## config.mk

```make
export PLATFORM = sky130hd
export DESIGN_NAME = update_index
export DESIGN_NICKNAME = d
export VERILOG_FILES = /design/src/rtl/update_index.sv
export SDC_FILE = /design/constraint.sdc
export NUM_CORES = 1
export LEC_CHECK = 0
export CAP_MARGIN = 5
export CORE_AREA = 2 2 39 41
export CTS_CLUSTER_DIAMETER = 150
export DETAILED_ROUTE_END_ITERATION = 16
export DIE_AREA = 0 0 41 43
export HOLD_SLACK_MARGIN = 0.03
export MAX_ROUTING_LAYER = met4
export PLACE_DENSITY = 0.49
export RECOVER_POWER = 50
export REMOVE_ABC_BUFFERS = 1
export SYNTH_ARGS = -nofsm -noshare
export SYNTH_HDL_FRONTEND = slang
export SYNTH_SLANG_ARGS = --single-unit
```

## constraint.sdc

```tcl
create_clock -name clk -period 2.25 [get_ports clk]
set_input_delay 0.45 -clock clk [delete_from_list [all_inputs] [get_ports clk]]
set_output_delay 0.45 -clock clk [all_outputs]
set_load 0.1 [all_outputs]
```

## src/rtl/update_index.sv

```systemverilog
// Row/column cursor register for the battleship board grid.
// Loads saturated next-index values while placing ships or on the player's turn.
module update_index #(
  parameter int IDX_W   = 3,
  parameter int MAX_IDX = 7
) (
  input  logic             clk,
  input  logic             rst,
  input  logic [IDX_W-1:0] i_next,
  input  logic [IDX_W-1:0] j_next,
  input  logic             colocation_ships_State,
  input  logic             player_turn_State,
  output logic [IDX_W-1:0] i_actual,
  output logic [IDX_W-1:0] j_actual
);

  localparam logic [IDX_W-1:0] MAX_V = IDX_W'(MAX_IDX);

  logic             en;
  logic [IDX_W-1:0] i_d, i_q;
  logic [IDX_W-1:0] j_d, j_q;

  function automatic logic [IDX_W-1:0] sat(
    input logic [IDX_W-1:0] x
  );
    return (x > MAX_V) ? MAX_V : x;
  endfunction

  assign en = colocation_ships_State | player_turn_State;

  // Row and column always move together.
  always_comb begin
    i_d = i_q;
    j_d = j_q;
    if (en) begin
      i_d = sat(i_next);
      j_d = sat(j_next);
    end
  end

  always_ff @(posedge clk) begin
    if (rst) begin
      i_q <= '0;
      j_q <= '0;
    end else begin
      i_q <= i_d;
      j_q <= j_d;
    end
  end

  assign i_actual = i_q;
  assign j_actual = j_q;

endmodule

```

; ---- Yosys cells after proc, flatten, opt, wreduce, memory -nomap -nowiden
; Cells that the tools add are included.
[word_totals]
reg_bits = 6
inputBits = 10
out_inout_bits = 6
word_cells = 7
[op_classes]
order_cmp = 2
muxes = 2
bitwise = 1
[op_table]
columns = operator, n
row1 = "3-bit > comparator, second input constant", 2
row2 = 3-bit 2-to-1 mux, 2
row3 = 1-bit OR, 1

; ---- Logic depth before layout (Yosys ltp)
; Gate-level depths: netlist of run 1.
[logic_depth]
depth_word = 2
ltp_mapped = 3
depth_no_buf = 2

; ---- Worst setup path after synthesis of run 1
; No wires, ideal clock.
[synth_timing]
path_type = register to register
start = reg i_actual[0] (netlist name)
end = reg i_q[0], in the netlist i_actual[0]
setup_time_ps = 70
arrival_ps = 1433
required_time_ps = 2180
slack_ps = 747
path_stages_with_launch = 3
period_less_slack_ps = 1503
cell_sequence = dfxtp_1 or3b_1 a21oi_1
[synth_lines]
columns = element, line
row1 = "end signal, assigned", 46  ; i_q <= i_d;
row2 = "end, declared", 20  ; logic [IDX_W-1:0] i_d, i_q;

; ---- Worst setup path after layout of run 1
[layout_timing]
start = in player_turn_State
end = reg j_q[2], in the netlist j_actual[2]
[layout_between]
elab_chain_len = 1
[layout_rtl]
columns = element, line
row1 = "start, declared", 12  ; input logic player_turn_State,
row2 = 1-bit OR, 29  ; assign en = colocation_ships_State | player_turn_State;
row3 = "end signal, assigned", 47  ; j_q <= j_d;
row4 = "end, declared", 21  ; logic [IDX_W-1:0] j_d, j_q;
; Every way passes these cells.
; A chain may end at the register's enable or synchronous reset.

==> metrics.md, run 1 <==
| Metric | Value |
|---|---|
| Outcome | `completed` |
| Final Hold Viols | `0` |
| Slew headroom | `80.2%` |
| Cell Pwr Density | `747 mW/mm2` |
| Via density | `slightly above 4` |
| TritonCTS clock tree | `yes` |
| Area grow syn2layout | `64.8%` |
| ANT cells | `0` |
| Placement Rows | `14` |
| DIE HEIGHT | `43 um` |
| Largest area contributor in the netlist | `dfxtp_1` |
| Clock latency on the worst-skew pair | `0.25 ns` |
| # IOs | `16` |
| Post-CTS setup buffer count | `0` |
| WS Path Type | `in -> reg` |
| Routability cong. | `approximately 0.58` |
| Clk slew on worst S/H paths | `0.05 ns` |
| Flops & latches, synth | `6` |
| Share of layout cells above drive strength 1 | `21.4%` |
| Register area share after synthesis | `between 40 and 50%` |
| Fin crit share | `about three fifths` |
| Initial core utilization | `between 10% and 20%` |
| Worst vdd ir | `188 uV` |
| Starting DRT DRC Count | `0` |
| Post-synthesis cell count | `26` |
| CP startpoint kind | `input port` |
| DRC viols | `0` |
| Total GRT Usage | `about a tenth` |
| Slew Viols, Final | `0` |
| Gr ovfl total | `0` |
| Area share of the largest cell type after synthesis | `48.2%` |
| Pin count of the biggest net entering global routing | `13` |
| Final setup viols | `0` |
| Vias in the first global route | `around 250` |
| CTS Buf Count | `3` |
| Initial antenna violation count | `0` |
| Via count | `240` |
| Least-Margin Pin Slew | `about 0.30 ns` |
| HPWL Detailed | `469 um` |
| Setup tns final | `0 ns` |
| Nets | `between 50 and 60` |
| Fin area | `about 410 um2` |
| Max-Cap Viols | `0` |
| Synthesized cell area | `about 250 um2` |
| RSZ-0062 raised after global routing | `false` |
| Largest cells by area after synthesis | `dfxtp_1 48%, or3b_1 21%, a21oi_1 12%` |
| Worst hold path type | `reg -> reg` |
| Commonest cells post-synth | `6 x a21oi_1, 6 x dfxtp_1, 6 x or3b_1` |
| Routed Antenna Nets | `0` |
| Worst EP arrival | `between 1.5 and 2 ns` |
| CP Capture Type | `flop` |
| Number of flops mapped to enable cells by yosys | `0` |
| Distinct cells, synth | `7` |
| Root buf cell | `clkbuf_4` |
| Area of the multi-input gates | `~110 um2` |
| Die area | `0.00176 mm2` |
| Async set or reset register ratio after synthesis | `0%` |
| Critical path fanouts, max | `12` |
| Final Skew | `0 ns` |
| Wire length per cell | `just over 10 um` |
| Max Fclk | `just over 0.7 GHz` |
| I/O Buffers | `15` |
| # hold bufs at CTS | `0` |
| Fin crit period | `approximately 1.4 ns` |
| Ys Warns | `0` |
| DP Area | `388 um2` |
| Post-Route WL | `between 500 and 600 um` |
| Leakage | `0.155 nW` |
| FILL cells | `between 150 and 200` |
| Resized cells post-CTS | `0` |
| Syn Area/Cell | `about 9.6 um2` |
| CTS Sinks | `6` |
| First-pass GRT wire length | `around 1000 um` |
| Area of the core | `about 0.0014 mm2` |
| Most used DFF post-synth | `dfxtp_1` |
| Req. time, crit path | `between 2 and 2.5 ns` |
| DIE WIDTH | `just over 40 um` |
| Worst R2R Setup Slack | `1.38 ns` |
| Register area | `120 um2` |
| CTS H-tree depth | `1` |
| Pre-antenna DRT Iters | `1` |
| Max Root-Sink Buffers | `2` |
## worst paths after layout
check | from | to | cells after the start
max reg2reg | j_actual[2] | j_actual[2] | 2
max | player_turn_State | j_actual[2] | 3
min reg2reg | i_actual[0] | i_actual[0] | 2
min | i_actual[0] | i_actual[0] | 2
## power breakdown
part	internal [W]	leakage [nW]	switching (W)	total (W)
logic	0.0000275	0.0911	0.0000610	0.0000886
registers	0.000113	0.0498	0.00000286	0.000116
clock network	0.0000605	0.0138	0.0000413	0.000102
## metal layers
layer	track usage, %	part of all wire [%]	vias to the layer above
li1	-	-	130
met1	10.9	40	106
met2	11.3	57	4
met4	10.0	0	0
met3	3.14	2.9	0
met5	-	0	-
## metrics by stage
stage	util [%]	hold slack, ns	worst slack (ns)	power [W]	std cells
after floorplan	-	0.519	0.747	0.000175	24
after detailed placement	28.0	0.553	0.602	0.000207	55
after CTS	29.7	0.560	0.869	0.000314	58
final	29.7	0.555	0.870	0.000307	58
after global routing	29.7	0.580	0.760	0.000322	58
after global placement	28.0	0.538	0.630	0.000207	55
## cell type report
class,instances,area share [%]
Tap cell,16,4.88
Clock buffer,3,5.49
Multi-Input combinational cell,18,27.4
Sequential cell,6,29.3
Timing Repair Buffer,15,32.9
## state kept, by name, indices dropped and copies added, names as in the netlist
signal and count:
i_actual 3, j_actual 3
## placed cells by master, fill, tap and decap left out
master	count
clkdlybuf4s50_1	9
a21oi_1	6
dfxtp_1	6
clkbuf_4	3
o21ai_0	4
buf_4	6
o21ai_1	2
or3b_1	6
## cell families after synthesis
kind of cell	after synthesis	synth area share, %
AO/OA/AOI/OAI	12	24.1
AND/OR/NAND/NOR	6	21.1
flip-flops	6	48.2
buffers and inverters	2	6.53
## critical path, cell delays in order
cell             delay [ns]
clkdlybuf4s50_1        0.54
or3b_1                 0.42
a21oi_1                0.14
Power figures use the tool's default switching activity.
==> inputs of run 2 (changes only) <==
Settings changed: PLACE_DENSITY 0.49 to 0.51.
Clock period 2.25 ns to 1.12 ns, I/O delays scaled along.
==> metrics.md, run 2 (same netlist as run 1, synthesis figures left out) <==
| Metric | Value |
|---|---|
| Outcome | `completed (unchanged)` |
| Fin cells | `59 (was 58)` |
| Pre-CTS WS | `-0.308 ns (was 0.602 ns)` |
| Cell Pwr Density | `1340 mW/mm2 (was 747 mW/mm2)` |
| Clk slew on worst S/H paths | `0.05 ns (about the same)` |
| Vias in the first global route | `221 (was 245)` |
| Req. time, crit path | `0.90 ns (was 2.42 ns)` |
| CP max stage cell | `dfxtp_1 (was clkdlybuf4s50_1)` |
| Number of placed instances, taps included | `56 (was 55)` |
| Via count | `258 (was 240)` |
| Register area | `120 um2 (unchanged)` |
| Max Root-Sink Buffers | `2 (unchanged)` |
| FILL cells | `138 (was 161)` |
| Fin crit period | `1.04 ns` |
| Max Fclk | `just under 1 GHz` |
| TritonCTS clock tree | `yes (unchanged)` |
| CP Capture Type | `output port (was flop)` |
| Slew headroom | `77.5% (was 80.2%)` |
| Area grow syn2layout | `97.0% (was 64.8%)` |
| CTS Sinks | `6 (unchanged)` |
| Routed Antenna Nets | `0 (unchanged)` |
| Area of the multi-input gates | `113 um2 (unchanged)` |
| Post-Route WL | `605 um (was 591 um)` |
| Hold_ws | `0.551 ns (was 0.555 ns)` |
| First-pass GRT wire length | `945 um (was 1030 um)` |
| Total GRT Usage | `8.34% (was 9.36%)` |
| Initial antenna violation count | `0 (unchanged)` |
| Setup ws final | `0.0811 ns (was 0.870 ns)` |
| Fin crit share | `around 93%` |
| Top Family by Delay on Critical Path | `flip-flops (was buffers and inverters)` |
| Final Hold Viols | `0 (unchanged)` |
| CP cell instances | `buf_12 (was clkdlybuf4s50_1 > or3b_1 > a21oi_1)` |
| Final Skew | `0 ns (unchanged)` |
| Fin area | `490 um2 (was 410 um2)` |
| Pre-antenna DRT Iters | `2 (was 1)` |
| Area of the core | `0.00138 mm2 (unchanged)` |
| I/O Buffers | `15 (unchanged)` |
| Root buf cell | `clkbuf_4 (unchanged)` |
| HPWL Detailed | `431 um (was 469 um)` |
| Starting DRT DRC Count | `1 (was 0)` |
| Final setup viols | `0 (unchanged)` |
| # IOs | `16 (unchanged)` |
| Gr ovfl total | `0 (unchanged)` |
| Slew Viols, Final | `0 (unchanged)` |
| Via density | `4.37 (was 4.14)` |
| Worst vdd ir | `497 uV (was 188 uV)` |
| Share of layout cells above drive strength 1 | `23.3% (was 21.4%)` |
| Leakage | `0.183 nW (was 0.155 nW)` |
| CTS Buf Count | `3 (unchanged)` |
| DP Area | `470 um2 (was 388 um2)` |
| Critical path fanouts, max | `2 (was 12)` |
| Max-Cap Viols | `0 (unchanged)` |
| CP startpoint kind | `flop (was input port)` |
| Least-Margin Pin Slew | `0.337 ns (was 0.296 ns)` |
| Wire length per cell | `10.3 um (was 10.2 um)` |
| Pin count of the biggest net entering global routing | `13 (unchanged)` |
| DIE WIDTH | `41 um (unchanged)` |
| Clock latency on the worst-skew pair | `0.24 ns (was 0.25 ns)` |
| Die area | `0.00176 mm2 (unchanged)` |
| WS Path Type | `reg -> out (was in -> reg)` |
| Routability cong. | `0.667 (was 0.575)` |
| Post-CTS setup buffer count | `0 (unchanged)` |
| Leading cell type in the layout, fill and taps excluded | `clkdlybuf4s50_1 (unchanged)` |
| DRC viols | `0 (unchanged)` |
| Initial core utilization | `18.0% (unchanged)` |
| Nets | `55 (was 54)` |
| Bufs and invs on worst path | `1 (unchanged)` |
| RSZ-0062 raised after global routing | `false (unchanged)` |
| Placement Rows | `14 (unchanged)` |
| Worst hold path type | `in -> reg (was reg -> reg)` |
| Worst path max stage delay | `0.38 ns (was 0.54 ns)` |
| Most frequent cells in the layout | `7 x clkdlybuf4s50_1, 6 x or3b_1, 6 x a21oi_1, 6 x dfxtp_1, 6 x buf_12 (was 9 x clkdlybuf4s50_1, 6 x or3b_1, 6 x a21oi_1, 6 x dfxtp_1, 6 x buf_4)` |
| Worst EP arrival | `0.81 ns (was 1.55 ns)` |
| ANT cells | `0 (unchanged)` |
| CTS H-tree depth | `1 (unchanged)` |
| DIE HEIGHT | `43 um (unchanged)` |
## run 2: cell types whose count changed in the layout (fill, tap and decap cells not counted)
cell             change
clkdlybuf4s50_1      -2
dlygate4sd2_1        +2
buf_12               +6
buf_4                -5
## run 2: layer usage
metal / routed length (um) / vias to the layer above / GRT usage, % / part of all wire, %
met3: 76 / 0 / 5.24 / 13
met1: 291 / 115 / 11.9 / 48
met2: 236 / 14 / 8.75 / 39
met4: 0 / 0 / 4.00 / 0
li1: - / 129 / - / -
met5: 0 / - / - / 0
## run 2: final timing paths
| path | slack, ns | startpoint | to | cells after the start |
|---|---|---|---|---|
| max | 0.08 | i_actual[1] | i_actual[1] | 1 |
| min | 0.55 | j_next[0] | j_actual[0] | 3 |
| max reg2reg | 0.20 | i_actual[1] | i_actual[1] | 2 |
| min reg2reg | 0.59 | i_actual[2] | i_actual[2] | 2 |
## run 2: layout make-up
type                    count  share of cell area (%)
well taps                  16                    4.08
flip-flops and latches      6                    24.5
multi-input cells          18                    23.0
repair buffers             16                    43.9
clock buffers               3                    4.59
## run 2: report_power, final
| group | total (W) | switching (W) | internal [W] |
|---|---|---|---|
| registers | 0.000241 | 0.0000135 | 0.000228 |
| clock network | 0.000204 | 0.0000823 | 0.000122 |
| logic | 0.000211 | 0.000124 | 0.0000872 |
| total | 0.000656 | 0.000219 | 0.000436 |
## run 2: through the flow
stage          power [W]  setup TNS, ns  util (%)
6_report        0.000656              0      35.4
5_1_grt         0.000685              0      35.4
4_1_cts         0.000661              0      35.4
3_5_place_dp    0.000459          -1.81      34.0
3_3_place_gp    0.000459          -1.60      34.0
2_1_floorplan   0.000351          -2.43         -
## run 2: timing repair
item / CTS / global route
endpoints found under the setup margin: 6 / 0
hold buffers: 0 / 0
resized for setup: 2 / 0
